==> src/rtl/alu_pkg.sv <==
// Shared types for the two-requester ALU arbiter.
// ALU op encodings, FSM states and flag bit positions.
package alu_pkg;

  typedef enum logic [1:0] {
    ALU_ADD = 2'b00,
    ALU_SUB = 2'b01,
    ALU_AND = 2'b10,
    ALU_OR  = 2'b11
  } alu_op_e;

  typedef enum logic [1:0] {
    S_IDLE = 2'b00,
    S_EXEC = 2'b01,
    S_RESP = 2'b10
  } state_e;

  localparam int FLAG_N = 3;
  localparam int FLAG_Z = 2;
  localparam int FLAG_C = 1;
  localparam int FLAG_V = 0;

  function automatic logic [3:0] pack_flags(
    input logic n,
    input logic z,
    input logic c,
    input logic v
  );
    logic [3:0] f;
    f = '0;
    f[FLAG_N] = n;
    f[FLAG_Z] = z;
    f[FLAG_C] = c;
    f[FLAG_V] = v;
    return f;
  endfunction

endpackage

==> src/rtl/alu_arbiter_rr.sv <==
// Two-way round-robin grant with a last-grant register.
// Grant is combinational; last_grant only moves when enabled.
module rr_arbiter2 (
  input  logic       clk,
  input  logic       rst_n,
  input  logic [1:0] valid,
  input  logic       en,
  output logic [1:0] grant,
  output logic       gnt_id
);

  logic last_q;
  logic last_d;

  always_comb begin
    gnt_id = 1'b0;
    unique case (1'b1)
      (valid == 2'b11): gnt_id = ~last_q;
      (valid == 2'b10): gnt_id = 1'b1;
      default:          gnt_id = 1'b0;
    endcase
    grant  = 2'b00;
    last_d = last_q;
    if (en && (|valid)) begin
      grant  = gnt_id ? 2'b10 : 2'b01;
      last_d = gnt_id;
    end
  end

  // Reset to 1 so requester 0 wins the first tie.
  always_ff @(posedge clk or negedge rst_n) begin
    if (!rst_n) last_q <= 1'b1;
    else        last_q <= last_d;
  end

endmodule

==> src/rtl/alu_arbiter.sv <==
// Shares one combinational ALU between two valid/ready requesters.
// IDLE grants and latches operands, EXEC settles, RESP returns result.
module alu_arbiter #(
  parameter int WIDTH = 32
) (
  input  logic             clk,
  input  logic             rst_n,
  input  logic             req0_valid,
  output logic             req0_ready,
  input  logic [WIDTH-1:0] req0_a,
  input  logic [WIDTH-1:0] req0_b,
  input  logic [1:0]       req0_op,
  input  logic             req1_valid,
  output logic             req1_ready,
  input  logic [WIDTH-1:0] req1_a,
  input  logic [WIDTH-1:0] req1_b,
  input  logic [1:0]       req1_op,
  output logic             rsp_valid,
  input  logic             rsp_ready,
  output logic             rsp_id,
  output logic [WIDTH-1:0] rsp_result,
  output logic [3:0]       rsp_flags,
  output logic [WIDTH-1:0] alu_srca,
  output logic [WIDTH-1:0] alu_srcb,
  output logic [1:0]       alu_control,
  input  logic [WIDTH-1:0] alu_result,
  input  logic             alu_zero,
  input  logic             alu_negative,
  input  logic             alu_carry,
  input  logic             alu_overflow
);
  import alu_pkg::*;

  state_e           state_q, state_d;
  logic [WIDTH-1:0] srca_q, srca_d;
  logic [WIDTH-1:0] srcb_q, srcb_d;
  alu_op_e          op_q, op_d;
  logic             gid_q, gid_d;
  logic             rid_q, rid_d;
  logic [WIDTH-1:0] res_q, res_d;
  logic [3:0]       flg_q, flg_d;

  logic [1:0] grant;
  logic       gnt_id;
  logic       arb_en;

  assign arb_en = (state_q == S_IDLE);

  rr_arbiter2 u_rr (
    .clk    (clk),
    .rst_n  (rst_n),
    .valid  ({req1_valid, req0_valid}),
    .en     (arb_en),
    .grant  (grant),
    .gnt_id (gnt_id)
  );

  assign req0_ready  = grant[0];
  assign req1_ready  = grant[1];
  assign rsp_valid   = (state_q == S_RESP);
  assign rsp_id      = rid_q;
  assign rsp_result  = res_q;
  assign rsp_flags   = flg_q;
  assign alu_srca    = srca_q;
  assign alu_srcb    = srcb_q;
  assign alu_control = op_q;

  always_comb begin
    state_d = state_q;
    srca_d  = srca_q;
    srcb_d  = srcb_q;
    op_d    = op_q;
    gid_d   = gid_q;
    rid_d   = rid_q;
    res_d   = res_q;
    flg_d   = flg_q;
    unique case (state_q)
      S_IDLE: begin
        if (|grant) begin
          srca_d  = gnt_id ? req1_a : req0_a;
          srcb_d  = gnt_id ? req1_b : req0_b;
          op_d    = alu_op_e'(gnt_id ? req1_op : req0_op);
          gid_d   = gnt_id;
          state_d = S_EXEC;
        end
      end
      S_EXEC: begin
        res_d   = alu_result;
        flg_d   = pack_flags(alu_negative, alu_zero,
                             alu_carry, alu_overflow);
        rid_d   = gid_q;
        state_d = S_RESP;
      end
      S_RESP: begin
        if (rsp_ready) state_d = S_IDLE;
      end
      default: state_d = S_IDLE;
    endcase
  end

  always_ff @(posedge clk or negedge rst_n) begin
    if (!rst_n) begin
      state_q <= S_IDLE;
      srca_q  <= '0;
      srcb_q  <= '0;
      op_q    <= ALU_ADD;
      gid_q   <= 1'b0;
      rid_q   <= 1'b0;
      res_q   <= '0;
      flg_q   <= '0;
    end else begin
      state_q <= state_d;
      srca_q  <= srca_d;
      srcb_q  <= srcb_d;
      op_q    <= op_d;
      gid_q   <= gid_d;
      rid_q   <= rid_d;
      res_q   <= res_d;
      flg_q   <= flg_d;
    end
  end

endmodule

==> config.mk <==
export PLATFORM = sky130hd
export DESIGN_NAME = alu_arbiter
export DESIGN_NICKNAME = d
export VERILOG_FILES = /design/src/rtl/alu_pkg.sv /design/src/rtl/alu_arbiter_rr.sv /design/src/rtl/alu_arbiter.sv
export SDC_FILE = /design/constraint.sdc
export NUM_CORES = 1
export LEC_CHECK = 0
export CAP_MARGIN = 10
export CORE_MARGIN = 8
export CORE_UTILIZATION = 37
export CTS_CLUSTER_DIAMETER = 100
export DETAILED_ROUTE_END_ITERATION = 16
export PLACE_DENSITY = 0.81
export SLEW_MARGIN = 25
export SYNTH_ARGS = -nofsm -noshare
export SYNTH_HDL_FRONTEND = slang
export SYNTH_SLANG_ARGS = --single-unit
export TNS_END_PERCENT = 100
==> constraint.sdc <==
create_clock -name clk -period 1.71 [get_ports clk]
set_input_delay 0.342 -clock clk [delete_from_list [all_inputs] [get_ports clk]]
set_output_delay 0.342 -clock clk [all_outputs]
set_load 0.02 [all_outputs]
Word level (Yosys, flattened, before mapping) --
Index checks and enable logic that the tools add are counted.
Word-level totals: output and inout bits 106, bits of input ports 173, flip-flop bits (word level) 107
Cells by class: mux-type cells 9, reduce and logical (&&, ||, !) cells 6, bitwise logic cells 1, eq/ne operators 6
Operator list (count):
- $mux W32 | 2
- $mux W2 | 5
- $eq A2 B2 Y1 const B | 3
- $pmux W2 S3 | 1
- $reduce_and A2 Y1 | 2
- $reduce_or A2 Y1 | 2
- $eq A2 B1 Y1 const B | 1
- $logic_not A2 Y1 | 1
- $ne A2 B1 Y1 const B | 1
- $ne A2 B2 Y1 const B | 1
- $pmux W1 S2 | 1
- $logic_and A1 B1 Y1 | 1
- $not A1 Y1 | 1

Longest topological paths before layout --
depth in word-level cells 7, gate-level depth with buffers 6, mapped depth without buffers 3

Hierarchy --
Synthesis repeated with hierarchy kept, for this count alone.
Second synthesis, totals: cells, all modules 309, area, all modules 4863.4 µm²
By module, submodules not included:
- alu_arbiter | seq. area each 2652.5 µm², area each 4795.8 µm², times used 1, cells each 301
- rr_arbiter2 | seq. area each 26.3 µm², area each 67.6 µm², times used 1, cells each 8

Worst setup path before layout --
OpenSTA, ideal clock, no wires.
kind flip-flop to flip-flop, start point register u_rr.last_q, end point register srca_q[0], in the netlist alu_srca[0], buffers on the path 3, clock period less this slack 1538 ps, cell stages (with the launch flop) 7, setup time 126 ps, arrival 1412 ps, setup slack 172 ps, path through dfstp_2 > nand2_1 > and3_1 > clkbuf_1 > buf_2 > buf_6 > a221o_1
Between the ends: word-level cells in the longest chain between the ends 6, elaborated cells between the ends (all ways) 7
Ends and longest elaborated chain:
- start, declared | RTL line alu_arbiter_rr.sv:12 | logic last_q;
- start signal, assigned | RTL line alu_arbiter_rr.sv:33 | else last_q <= last_d;
- $not A1 Y1 * | RTL line alu_arbiter_rr.sv:18 | (valid == 2'b11): gnt_id = ~last_q;
- $pmux W1 S2 * | RTL line alu_arbiter_rr.sv:17 | unique case (1'b1)
- $mux W2 | RTL line alu_arbiter_rr.sv:25 | grant = gnt_id ? 2'b10 : 2'b01;
- $mux W2 | RTL line alu_arbiter_rr.sv:24 | if (en && (|valid)) begin
- $reduce_or A2 Y1 | RTL line alu_arbiter.sv:79 | if (|grant) begin
- $reduce_and A2 Y1 (no source line)
- end signal, assigned | RTL line alu_arbiter.sv:113 | srca_q <= srca_d;
- end, declared | RTL line alu_arbiter.sv:35 | logic [WIDTH-1:0] srca_q, srca_d;
Every way passes the cells marked *; elsewhere a longest branch is shown, timed or not. A chain may end at the register's enable or synchronous reset.

Worst setup path after layout --
start point register srcb_q[29], in the netlist alu_srcb[29], end point output alu_srcb[29]
RTL lines:
- start, declared | RTL line alu_arbiter.sv:36 | logic [WIDTH-1:0] srcb_q, srcb_d;
- start signal, assigned | RTL line alu_arbiter.sv:114 | srcb_q <= srcb_d;
- end, declared | RTL line alu_arbiter.sv:24 | output logic [WIDTH-1:0] alu_srcb,
No word-level cell between the ends.

==> results_dict.tcl <==
set metrics [dict create \
    status "finished, final reports clean" \
    via_count 4033 \
    min_path_type "primary input to asynchronous set/reset pin" \
    cts_buffers 9 \
    path_cells "clkdlybuf4s50_1" \
    power_frac_seq_pct 30.4 \
    synth-seq-cells 107 \
    grt_first_pass_wirelength_um 24500 \
    instances_no_fill 747 \
    swShare_pct 37.4 \
    r2r-end "alu_srcb[11]" \
    power_leakage_nw 3.63 \
    synth_compound_area_share_pct 26.0 \
    required_ns 1.37 \
    synth_ff_type "dfrtp_1" \
    rsz0062_at_grt "yes" \
    first_iter_violations 233 \
    wl_um 16200 \
    cts_tree "done" \
    avgSynthCellArea_um2 14.0 \
    cp-startpoint "alu_srcb[29]" \
    critPathCaptureType "output pin" \
    first_global_vias 4396 \
    r2r_slack_ns 0.13 \
    numClockSinks 107 \
    max-slew-margin-rel_pct 71.6 \
    cts_buffer_depth 2 \
    p_sw_mw 5.51 \
    path_buf_inv 1 \
    r2r-start "state_q[0]" \
    ant_nets 0 \
    slew_viol_final 0 \
    yosysTopAreaCell "dfrtp_1" \
    seq_area_frac_synth_pct 59.0 \
    numPortBuffers 278 \
    worst_slack_ns 0.0242 \
    clk-insertion-delay-late_ns 0.35 \
    power_mw 14.7 \
    clkTransAtPathRegs_ns 0.08 \
    antenna_found_initial 0 \
    dieArea_um2 16100 \
    slowest_delay_ns 0.64 \
    post-route-drc-count 0 \
    setup.worst_path.start_class "flop" \
    max_slew.worst_pin.slew_ns 0.426 \
    die_h_um 127 \
    synth-xor-area-share_pct 0 \
    worst-path-max-fanout 2 \
    synthArstFlopShare_pct 100 \
    yosysWarnings 0 \
    fin_area_um2 7910 \
    syn_area_um2 4540 \
    synth.most_common_cell "dfrtp_1" \
    fin_nets 768 \
    row_count 40 \
    endpoint "alu_srcb[29]" \
    r2r.worst_path.cells 5 \
    synth_top_area_share_pct 58.4 \
    placed_cells 729 \
    timing.fmax_mhz 593 \
    grt_overflow 0 \
    internal-power_mw 9.23 \
    crit_slowest_cell "clkdlybuf4s50_1" \
    synth-simple-area-share_pct 1.10 \
    ctsHtreeMaxLevel 3 \
    pre_cts_ws_ns -0.448 \
    arrival_ns 1.34 \
    drive_above_1_share_pct 12.8 \
    area_growth_pct 74.2 \
    fin_skew_ns 0.00680 \
    p_clk_share_pct 14.5 \
    finalSetupTns_ns 0 \
    p_comb_share_pct 55.1 \
    synth-edff-count 0 \
    ys_top_cells_by_count "106 x dfrtp_1, 66 x a221o_1, 66 x o21a_1, 37 x mux2_2, 14 x buf_2" \
    synth_top_family_by_area "compound AO/OA/AOI/OAI gates" \
    synth.mux.area_fraction_pct 9.18 \
    synthAdderAreaFrac_pct 0 \
    finalHoldViolCount 0 \
    cts_root_buf "clkbuf_16" \
    firstDrtPassIters 6 \
    dp_hpwl_um 12200 \
    critical-path-top-delay-family "buffers and inverters" \
    synth_area_leaders "dfrtp_1 58%, a221o_1 15%, o21a_1 11%, mux2_2 9.2%, buf_6 2.0%" \
    grt_max_degree 43 \
    post-cts-setup-buffers 0 \
    diodes 0 \
    pwr_density_cell_nw_per_um2 1870 \
    start_util_pct 37.8 \
    max-cap-violations 0 \
    crit_type "flop to output pin" \
    post-route-period-util_pct 98.6 \
    grt_usage_pct 19.3 \
    vias_per_cell 5.40 \
    coreArea_um2 12000 \
    ios 279 \
    vdd_drop_max_mv 0.849 \
    die_x_um 127 \
    yosysUniqueCellTypes 18 \
    setup_viol 0 \
    postPlaceCellArea_um2 7480 \
    wire_per_inst_um 21.7 \
    post-route-min-period_ns 1.69 \
    synthCells 325 \
    gp_congestion 0.753 \
    syn_nets 498 \
    cp.depth 1 \
]
power by group through the flow:
| stage | clock network [mW] | registers (mW) | logic, mW |
|---|---|---|---|
| detailed placement | 0 | 4.53 | 8.22 |
| finish | 2.14 | 4.48 | 8.13 |
| global route | 2.32 | 4.62 | 8.61 |
| global placement | 0 | 4.46 | 8.06 |
| floorplan | 0 | 5.95 | 3.02 |
| CTS | 2.18 | 4.50 | 8.19 |
registers in the layout (all words and copies together) (netlist names):
name,flops
gid_q,1
state_q,2
u_rr.last_q,1
alu_control,2
alu_srcb,32
rsp_id,1
alu_srca,32
rsp_flags,4
rsp_result,32
per-layer routing:
| metal | vias up | track usage (%) | share of wire [%] |
|---|---|---|---|
| met4 | 0 | 7.21 | 2.4 |
| met3 | 25 | 7.54 | 9.4 |
| met2 | 220 | 32.6 | 50 |
| met1 | 1974 | 21.7 | 38 |
| li1 | 1814 | - | - |
| met5 | - | 0 | 0 |
cell families after synthesis:
group,Yosys count
compound gates,136
buf+inv,36
flops,107
simple gates,9
mux,37
layout by cell type (no fill, tap or decap):
cell / instances
clkbuf_16: 10
dlymetal6s2s_1: 35
dfrtp_1: 106
dfstp_2: 1
inv_8: 1
clkinv_4: 1
dlygate4sd2_1: 9
nor2_2: 1
a21o_1: 2
mux2_2: 37
buf_2: 1
clkdlybuf4s50_1: 230
nand2_1: 1
buf_4: 9
or2b_1: 1
inv_6: 2
clkinvlp_4: 2
and3_4: 2
buf_12: 6
nand2b_1: 2
nor2_4: 1
o21ai_0: 2
bufinv_16: 1
dlygate4sd3_1: 1
or2_4: 1
a221o_1: 66
buf_6: 1
o21a_1: 66
inv_1: 2
final cells by class:
class | instances | area (µm²)
fill | 913 | 4110
multi-input combinational | 182 | 1670
clock buffer | 9 | 225
inverter | 2 | 7.51
sequential | 107 | 2680
clock inverter | 7 | 82.6
timing repair buffer | 293 | 3060
tap | 147 | 184
worst min-delay path by stage:
stage                     cells after the start        endpoint  start
after floorplan                               0  alu_control[0]  rst_n
after global placement                        1   rsp_result[8]  rst_n
after detailed placement                      1   rsp_result[8]  rst_n
after CTS                                     2   rsp_result[5]  rst_n
after global routing                          2   rsp_result[8]  rst_n
final                                         2   rsp_result[8]  rst_n
through the flow:
step                util [%]  hold slack (ns)
floorplan                  -           0.0464
global placement        62.3            0.292
detailed placement      62.3            0.298
CTS                     64.9            0.470
global route            65.8            0.500
finish                  65.8            0.468
repair_timing:
action,4_1_cts,5_1_grt
endpoints found under the hold margin,26,0
cloned,0,1
pin swaps,0,2
gates resized for setup,24,40
hold buffers,1,0
endpoints found under the setup margin,10,45
No activity file was read; power rests on OpenSTA's default activity.
